### src/rtl/spi_master_ctrl_pkg.sv
// Shared definitions for the SPI master: command mode encodings (shared with the
// decoder), FSM state encodings and a small helper used by the controller.
package spi_master_ctrl_pkg;

    localparam int W_SPI_MODE  = 2;
    localparam int W_SPI_STATE = 3;

    typedef enum logic [W_SPI_MODE-1:0] {
        SPI_IDLE    = 2'b00,
        SPI_SEND    = 2'b01,
        SPI_RECEIVE = 2'b10,
        SPI_XFER    = 2'b11
    } spi_mode_e;

    typedef enum logic [W_SPI_STATE-1:0] {
        SPI_ST_IDLE  = 3'd0,
        SPI_ST_SETUP = 3'd1,
        SPI_ST_SHIFT = 3'd2,
        SPI_ST_HOLD  = 3'd3,
        SPI_ST_DONE  = 3'd4
    } spi_state_e;

    function automatic logic mode_receives(input logic [W_SPI_MODE-1:0] mode);
        return (mode == SPI_RECEIVE) || (mode == SPI_XFER);
    endfunction

endpackage

### src/rtl/spi_master_ctrl_clk_div.sv
// Divider for the SPI master: counts CLK_DIV cycles per phase and, while shifting,
// tracks the sclk half-period to emit rise/fall strobes and the sclk level.
module spi_clk_div #(
    parameter int CLK_DIV = 4
) (
    input  logic clk,
    input  logic rst,
    input  logic en,
    input  logic shift_en,
    output logic rise_stb,
    output logic fall_stb,
    output logic phase_end,
    output logic sclk_level
);

    localparam int             CW   = $clog2(CLK_DIV) + 1;
    localparam logic [CW-1:0]  LAST = CW'(CLK_DIV - 1);

    logic [CW-1:0] cnt_q, cnt_d;
    logic          half_q, half_d;

    // half_q = 0 is the high half of a bit; it only toggles while shifting.
    always_comb begin
        cnt_d     = cnt_q;
        half_d    = half_q;
        phase_end = en && (cnt_q == LAST);
        if (!en) begin
            cnt_d  = '0;
            half_d = 1'b0;
        end else if (phase_end) begin
            cnt_d = '0;
            if (shift_en) begin
                half_d = ~half_q;
            end
        end else begin
            cnt_d = cnt_q + CW'(1);
        end
    end

    assign sclk_level = shift_en && !half_q;
    assign rise_stb   = sclk_level && (cnt_q == '0);
    assign fall_stb   = sclk_level && phase_end;

    always_ff @(posedge clk or negedge rst) begin
        if (!rst) begin
            cnt_q  <= '0;
            half_q <= 1'b0;
        end else begin
            cnt_q  <= cnt_d;
            half_q <= half_d;
        end
    end

endmodule

### src/rtl/spi_master_ctrl.sv
// Single-byte SPI mode-0 master sequenced for the CPU. Optional feature macro:
// SPI_LOOPBACK_EN adds a 'loopback' input that feeds mosi back as the shift-in source.
module spi_master_ctrl
    import spi_master_ctrl_pkg::*;
#(
    parameter int CLK_DIV = 4
) (
    input  logic                  clk,
    input  logic                  rst,
    input  logic [W_SPI_MODE-1:0] spi_mode,
    input  logic                  cmd_valid,
    output logic                  cmd_ready,
    input  logic [7:0]            tx_data,
    output logic [7:0]            rx_data,
    output logic                  rx_valid,
    output logic                  busy,
    output logic                  sclk,
    output logic                  mosi,
    input  logic                  miso,
`ifdef SPI_LOOPBACK_EN
    input  logic                  loopback,
`endif
    output logic                  cs_n
);

    spi_state_e            state_q, state_d;
    logic [W_SPI_MODE-1:0] mode_q, mode_d;
    logic [7:0]            tx_shift_q, tx_shift_d;
    logic [7:0]            rx_shift_q, rx_shift_d;
    logic [2:0]            bit_cnt_q, bit_cnt_d;
    logic [7:0]            rx_data_q, rx_data_d;
    logic                  rx_valid_q, rx_valid_d;

    logic active, shifting, shift_in;
    logic rise_stb, fall_stb, phase_end, sclk_level;

    assign active   = (state_q == SPI_ST_SETUP) || (state_q == SPI_ST_SHIFT) ||
                      (state_q == SPI_ST_HOLD);
    assign shifting = (state_q == SPI_ST_SHIFT);

    spi_clk_div #(
        .CLK_DIV (CLK_DIV)
    ) u_clk_div (
        .clk        (clk),
        .rst        (rst),
        .en         (active),
        .shift_en   (shifting),
        .rise_stb   (rise_stb),
        .fall_stb   (fall_stb),
        .phase_end  (phase_end),
        .sclk_level (sclk_level)
    );

    assign cmd_ready = (state_q == SPI_ST_IDLE);
    assign busy      = (state_q != SPI_ST_IDLE);
    assign cs_n      = !active;
    assign sclk      = sclk_level;
    assign mosi      = active && tx_shift_q[7];
    assign rx_data   = rx_data_q;
    assign rx_valid  = rx_valid_q;

`ifdef SPI_LOOPBACK_EN
    assign shift_in = loopback ? mosi : miso;
`else
    assign shift_in = miso;
`endif

    // rx_data/rx_valid are loaded on the HOLD->DONE edge so they are visible during DONE.
    always_comb begin
        state_d    = state_q;
        mode_d     = mode_q;
        tx_shift_d = tx_shift_q;
        rx_shift_d = rx_shift_q;
        bit_cnt_d  = bit_cnt_q;
        rx_data_d  = rx_data_q;
        rx_valid_d = 1'b0;
        case (state_q)
            SPI_ST_IDLE: begin
                if (cmd_valid && (spi_mode != SPI_IDLE)) begin
                    mode_d     = spi_mode;
                    tx_shift_d = (spi_mode == SPI_RECEIVE) ? 8'h00 : tx_data;
                    rx_shift_d = 8'h00;
                    bit_cnt_d  = 3'd7;
                    state_d    = SPI_ST_SETUP;
                end
            end
            SPI_ST_SETUP: begin
                if (phase_end) begin
                    state_d = SPI_ST_SHIFT;
                end
            end
            SPI_ST_SHIFT: begin
                if (rise_stb) begin
                    rx_shift_d = {rx_shift_q[6:0], shift_in};
                end
                if (fall_stb) begin
                    tx_shift_d = {tx_shift_q[6:0], 1'b0};
                end
                if (phase_end && !sclk_level) begin
                    if (bit_cnt_q == 3'd0) begin
                        state_d = SPI_ST_HOLD;
                    end else begin
                        bit_cnt_d = bit_cnt_q - 3'd1;
                    end
                end
            end
            SPI_ST_HOLD: begin
                if (phase_end) begin
                    state_d = SPI_ST_DONE;
                    if (mode_receives(mode_q)) begin
                        rx_data_d  = rx_shift_q;
                        rx_valid_d = 1'b1;
                    end
                end
            end
            SPI_ST_DONE: begin
                state_d = SPI_ST_IDLE;
            end
            default: begin
                state_d = SPI_ST_IDLE;
            end
        endcase
    end

    always_ff @(posedge clk or negedge rst) begin
        if (!rst) begin
            state_q    <= SPI_ST_IDLE;
            mode_q     <= SPI_IDLE;
            tx_shift_q <= 8'h00;
            rx_shift_q <= 8'h00;
            bit_cnt_q  <= 3'd0;
            rx_data_q  <= 8'h00;
            rx_valid_q <= 1'b0;
        end else begin
            state_q    <= state_d;
            mode_q     <= mode_d;
            tx_shift_q <= tx_shift_d;
            rx_shift_q <= rx_shift_d;
            bit_cnt_q  <= bit_cnt_d;
            rx_data_q  <= rx_data_d;
            rx_valid_q <= rx_valid_d;
        end
    end

endmodule
### config.mk
export PLATFORM = sky130hd
export DESIGN_NAME = spi_master_ctrl
export DESIGN_NICKNAME = d
export VERILOG_FILES = /design/src/rtl/spi_master_ctrl_pkg.sv /design/src/rtl/spi_master_ctrl_clk_div.sv /design/src/rtl/spi_master_ctrl.sv
export SDC_FILE = /design/constraint.sdc
export NUM_CORES = 1
export LEC_CHECK = 0
export ABC_AREA = 1
export CORE_MARGIN = 2
export CORE_UTILIZATION = 56
export CTS_BUF_LIST = sky130_fd_sc_hd__clkbuf_16
export DETAILED_ROUTE_END_ITERATION = 8
export PLACE_DENSITY_LB_ADDON = 0.05
export SYNTH_ARGS = -nofsm -noshare
export SYNTH_HDL_FRONTEND = slang
export SYNTH_SLANG_ARGS = --single-unit
### constraint.sdc
create_clock -name clk -period 3.2 [get_ports clk]
set_input_delay 0.32 -clock clk [delete_from_list [all_inputs] [get_ports clk]]
set_output_delay 0.32 -clock clk [all_outputs]
set_load 0.1 [all_outputs]
==> results by group <==
Setup path
  – CP max-delay cell: nor2_1
  – Crit Path Max Fanout: 11
  – Most frequent CP cell: nor2_1
  – WP data required: around 2.9 ns
  – Crit end category: output pin
  – Critical path data arrival time: 1.90 ns
  – Worst path cell trace: nand2_1, nor2_1, nor2_2, nor2_1, buf_4
  – WS Path Type: reg -> out
  – Crit start category: flip-flop
  – Max incr delay on CP: 0.54 ns

Final layout
  – Layout cells sized above 1: 14.0%
  – Layout area overhead: 24.3%
  – Nets: between 200 and 300
  – Diodes inserted: 0
  – Fin cells: around 290
  – Fill count: 253

Detailed routing
  – DR DRC count: 0
  – Drt wl/cell: about 12 um
  – Via/cell ratio: 5.01
  – TritonRoute pass-1 iters: 4
  – Routed vias: 1439
  – Routed Antenna Nets: 0
  – Initial detailed-routing violation count: 85
  – Wirelength, routed: 3.38 mm

Clocking
  – H-tree Lvls: 2
  – Num CTS Buffers: 5
  – Longest Clk Path Bufs: 2
  – Clk_lat worst skew: ~0.27 ns
  – TritonCTS clock tree: built
  – Clk sinks: 36
  – CTS resizes: 0
  – Clock slew at reported path FFs: ~0.050 ns
  – Root Driver: clkbuf_16
  – Cts hold-fix bufs: 0
  – Post-CTS Setup Repair Bufs: 0

Die
  – Row count: 20
  – Core box area: 3050 um2
  – Die H: 60.8 um
  – Initial core utilization: 59.1%
  – Chip Width: between 60 and 70 um
  – Die area: ~3700 um2
  – IO Pins: 28

Power and ir drop
  – Max VDD drop: 600 uV
  – LEAKAGE: 0.00121 uW
  – Pwr dens: 919 nW/um2

STA
  – Fin. Hold Viols: 0
  – Final min period: 2.22 ns
  – Final period utilization: 69.5%
  – Post-route setup TNS: 0 ns
  – Slew headroom: 35.6%
  – Final Skew: 0.00526 ns
  – Slew Limit Fails: 0
  – Final setup viols: 0
  – Worst slew pin tran: 0.963 ns
  – FMAX: roughly 450 MHz
  – RSZ-0062 raised after global routing: false

Synth
  – Share of flip-flops with an asynchronous set or reset: 100%
  – Post-Synthesis Cells: 212
  – Sequential share of the synthesized area: about 50%
  – Top_reg_cell synth: dfrtp_1
  – Yosys top cell area share: roughly 50%
  – Most frequent cell after synthesis: nand2_1
  – Mux contribution to synthesized area: 0%
  – Synth area leaders: dfrtp_1 (50%), nand2_1 (12%), inv_1 (6.4%), nand3_1 (5.8%), ha_1 (2.8%)
  – Dominant cell type by area after synthesis: dfrtp_1
  – Post-synth EDFFs: 0
  – Main combinational cell family by area after synthesis: simple AND/OR/NAND/NOR gates
  – Synth Area in Simple Gates: 29.2%
  – Syn avg cell area: 8.51 um2
  – Synthesis warning total: 0
  – Distinct cells, synth: 28
  – Synth Area in Compound Gates: ~7.0%
  – Post-Synth XOR/XNOR Area: 0.485%
  – Register bit total from synthesis: 36
  – Synth Cell Area: 1800 um2
  – Top cells by count, synth: nand2_1 (59), dfrtp_1 (36), inv_1 (31), nand3_1 (21), nor2_1 (11)
  – Post-synthesis net count: 230
  – Adder-Cell Fraction of Synth Area: 2.77%

Global route
  – Vias in the first global route: 1330
  – Grt ovf: 0
  – Total Routing Usage GR: around a fifth
  – Initial antenna violation count: 0
  – Pin count of the biggest net entering global routing: 37
  – First-pass GRT wire length: 5.58 mm

Placed design
  – Routability congestion estimate: 0.864
  – Placed Cells: between 200 and 300
  – DP HPWL: 2.53 mm
  – IO buf count: 27

Flow run
  – Max-cap check violation count: 0

Hold path
  – Hold/Removal Path Class: in -> async

Outcome
  – Outcome: finished, final reports clean
worst max-delay path, delay by kind of cell, from the launching register on:
family,cells,cell delay (ns)
buf+inv,1,0.30
flops,1,0.47
simple gates,4,0.86
layout by cell type, fill, tap and decap left out, types with 3 or more instances in the layout:
master,Yosys,final
dfrtp_1,36,36
ha_1,4,4
clkdlybuf4s50_1,0,22
nand3_1,21,21
nand2_1,59,59
nor2_1,11,10
o21ai_1,6,6
clkbuf_16,0,5
inv_1,31,32
nand2_4,4,4
buf_4,1,6
inv_2,3,3
o22ai_1,7,7
nand2_2,4,4
nand4_1,3,3
o21ai_0,6,6
worst paths after layout:
path / startpoint / to / slack, ns / depth (start not counted)
worst max-delay path: state_q[1]$_DFFE_PN0P_ / mosi / 0.98 / 5
worst min-delay path: rst / rx_data[5]$_DFFE_PN0P_ / 0.46 / 2
worst max register to register: state_q[1]$_DFFE_PN0P_ / bit_cnt_q[1]$_DFFE_PN0P_ / 1.33 / 5
worst min register to register: rx_data[6]$_DFFE_PN0P_ / rx_data[6]$_DFFE_PN0P_ / 0.47 / 2
max in group asynchronous: rst / tx_shift_q[4]$_DFFE_PN0P_ / 2.43 / 2
min in group clk: rx_data[6]$_DFFE_PN0P_ / rx_data[6]$_DFFE_PN0P_ / 0.47 / 2
area by class of cell:
| type | instances | area (um2) | area share (%) |
|---|---|---|---|
| flip-flops and latches | 36 | 901 | 40.2 |
| multi-input cells | 135 | 714 | 31.9 |
| repair buffers | 28 | 265 | 11.8 |
| inverters | 36 | 143 | 6.36 |
| clock buffers | 5 | 125 | 5.58 |
| well taps | 44 | 55.1 | 2.46 |
| clock inverters | 3 | 38.8 | 1.73 |
stage by stage:
step | hold WS (ns) | total power [uW] | worst slack, ns | utilization [%] | cell area (um2)
2_1_floorplan | 0.0244 | 1380 | 0.518 | - | 1810
3_3_place_gp | 0.458 | 1500 | 1.35 | 68.1 | 2080
3_5_place_dp | 0.464 | 1540 | 1.28 | 68.1 | 2080
4_1_cts | 0.477 | 2080 | 0.980 | 73.4 | 2240
5_1_grt | 0.496 | 2190 | 0.854 | 73.4 | 2240
6_report | 0.460 | 2060 | 0.975 | 73.4 | 2240
state kept, by name, indices dropped and copies added, names as in the netlist:
| signal | count |
|---|---|
| bit_cnt_q | 3 |
| u_clk_div.cnt_q | 3 |
| rx_data | 8 |
| u_clk_div.half_q | 1 |
| tx_shift_q | 8 |
| rx_valid | 1 |
| mode_q | 1 |
| state_q | 3 |
| rx_shift_q | 8 |
kinds of logic after synthesis:
family                     count (synthesis)
and+or+nand+nor                          108
buffers and inverters                     41
AOI/OAI and AO/OA                         22
adders and majority gates                  4
DFF                                       36
xor gates and xnor gates                   1
where the power goes:
part	internal (uW)	switching [uW]	leakage [uW]
combinational	243	650	0.000650
sequential	571	69.9	0.000475
clock	362	164	0.0000850
metal layers:
metal / routed length [um] / GRT usage (%) / vias up
met5: 0 / 0 / -
met4: 21 / 5.59 / 0
met3: 188 / 5.12 / 3
met1: 1330 / 23.5 / 670
li1: - / - / 726
met2: 1830 / 38.2 / 40
(Power assumes the default switching activity.)
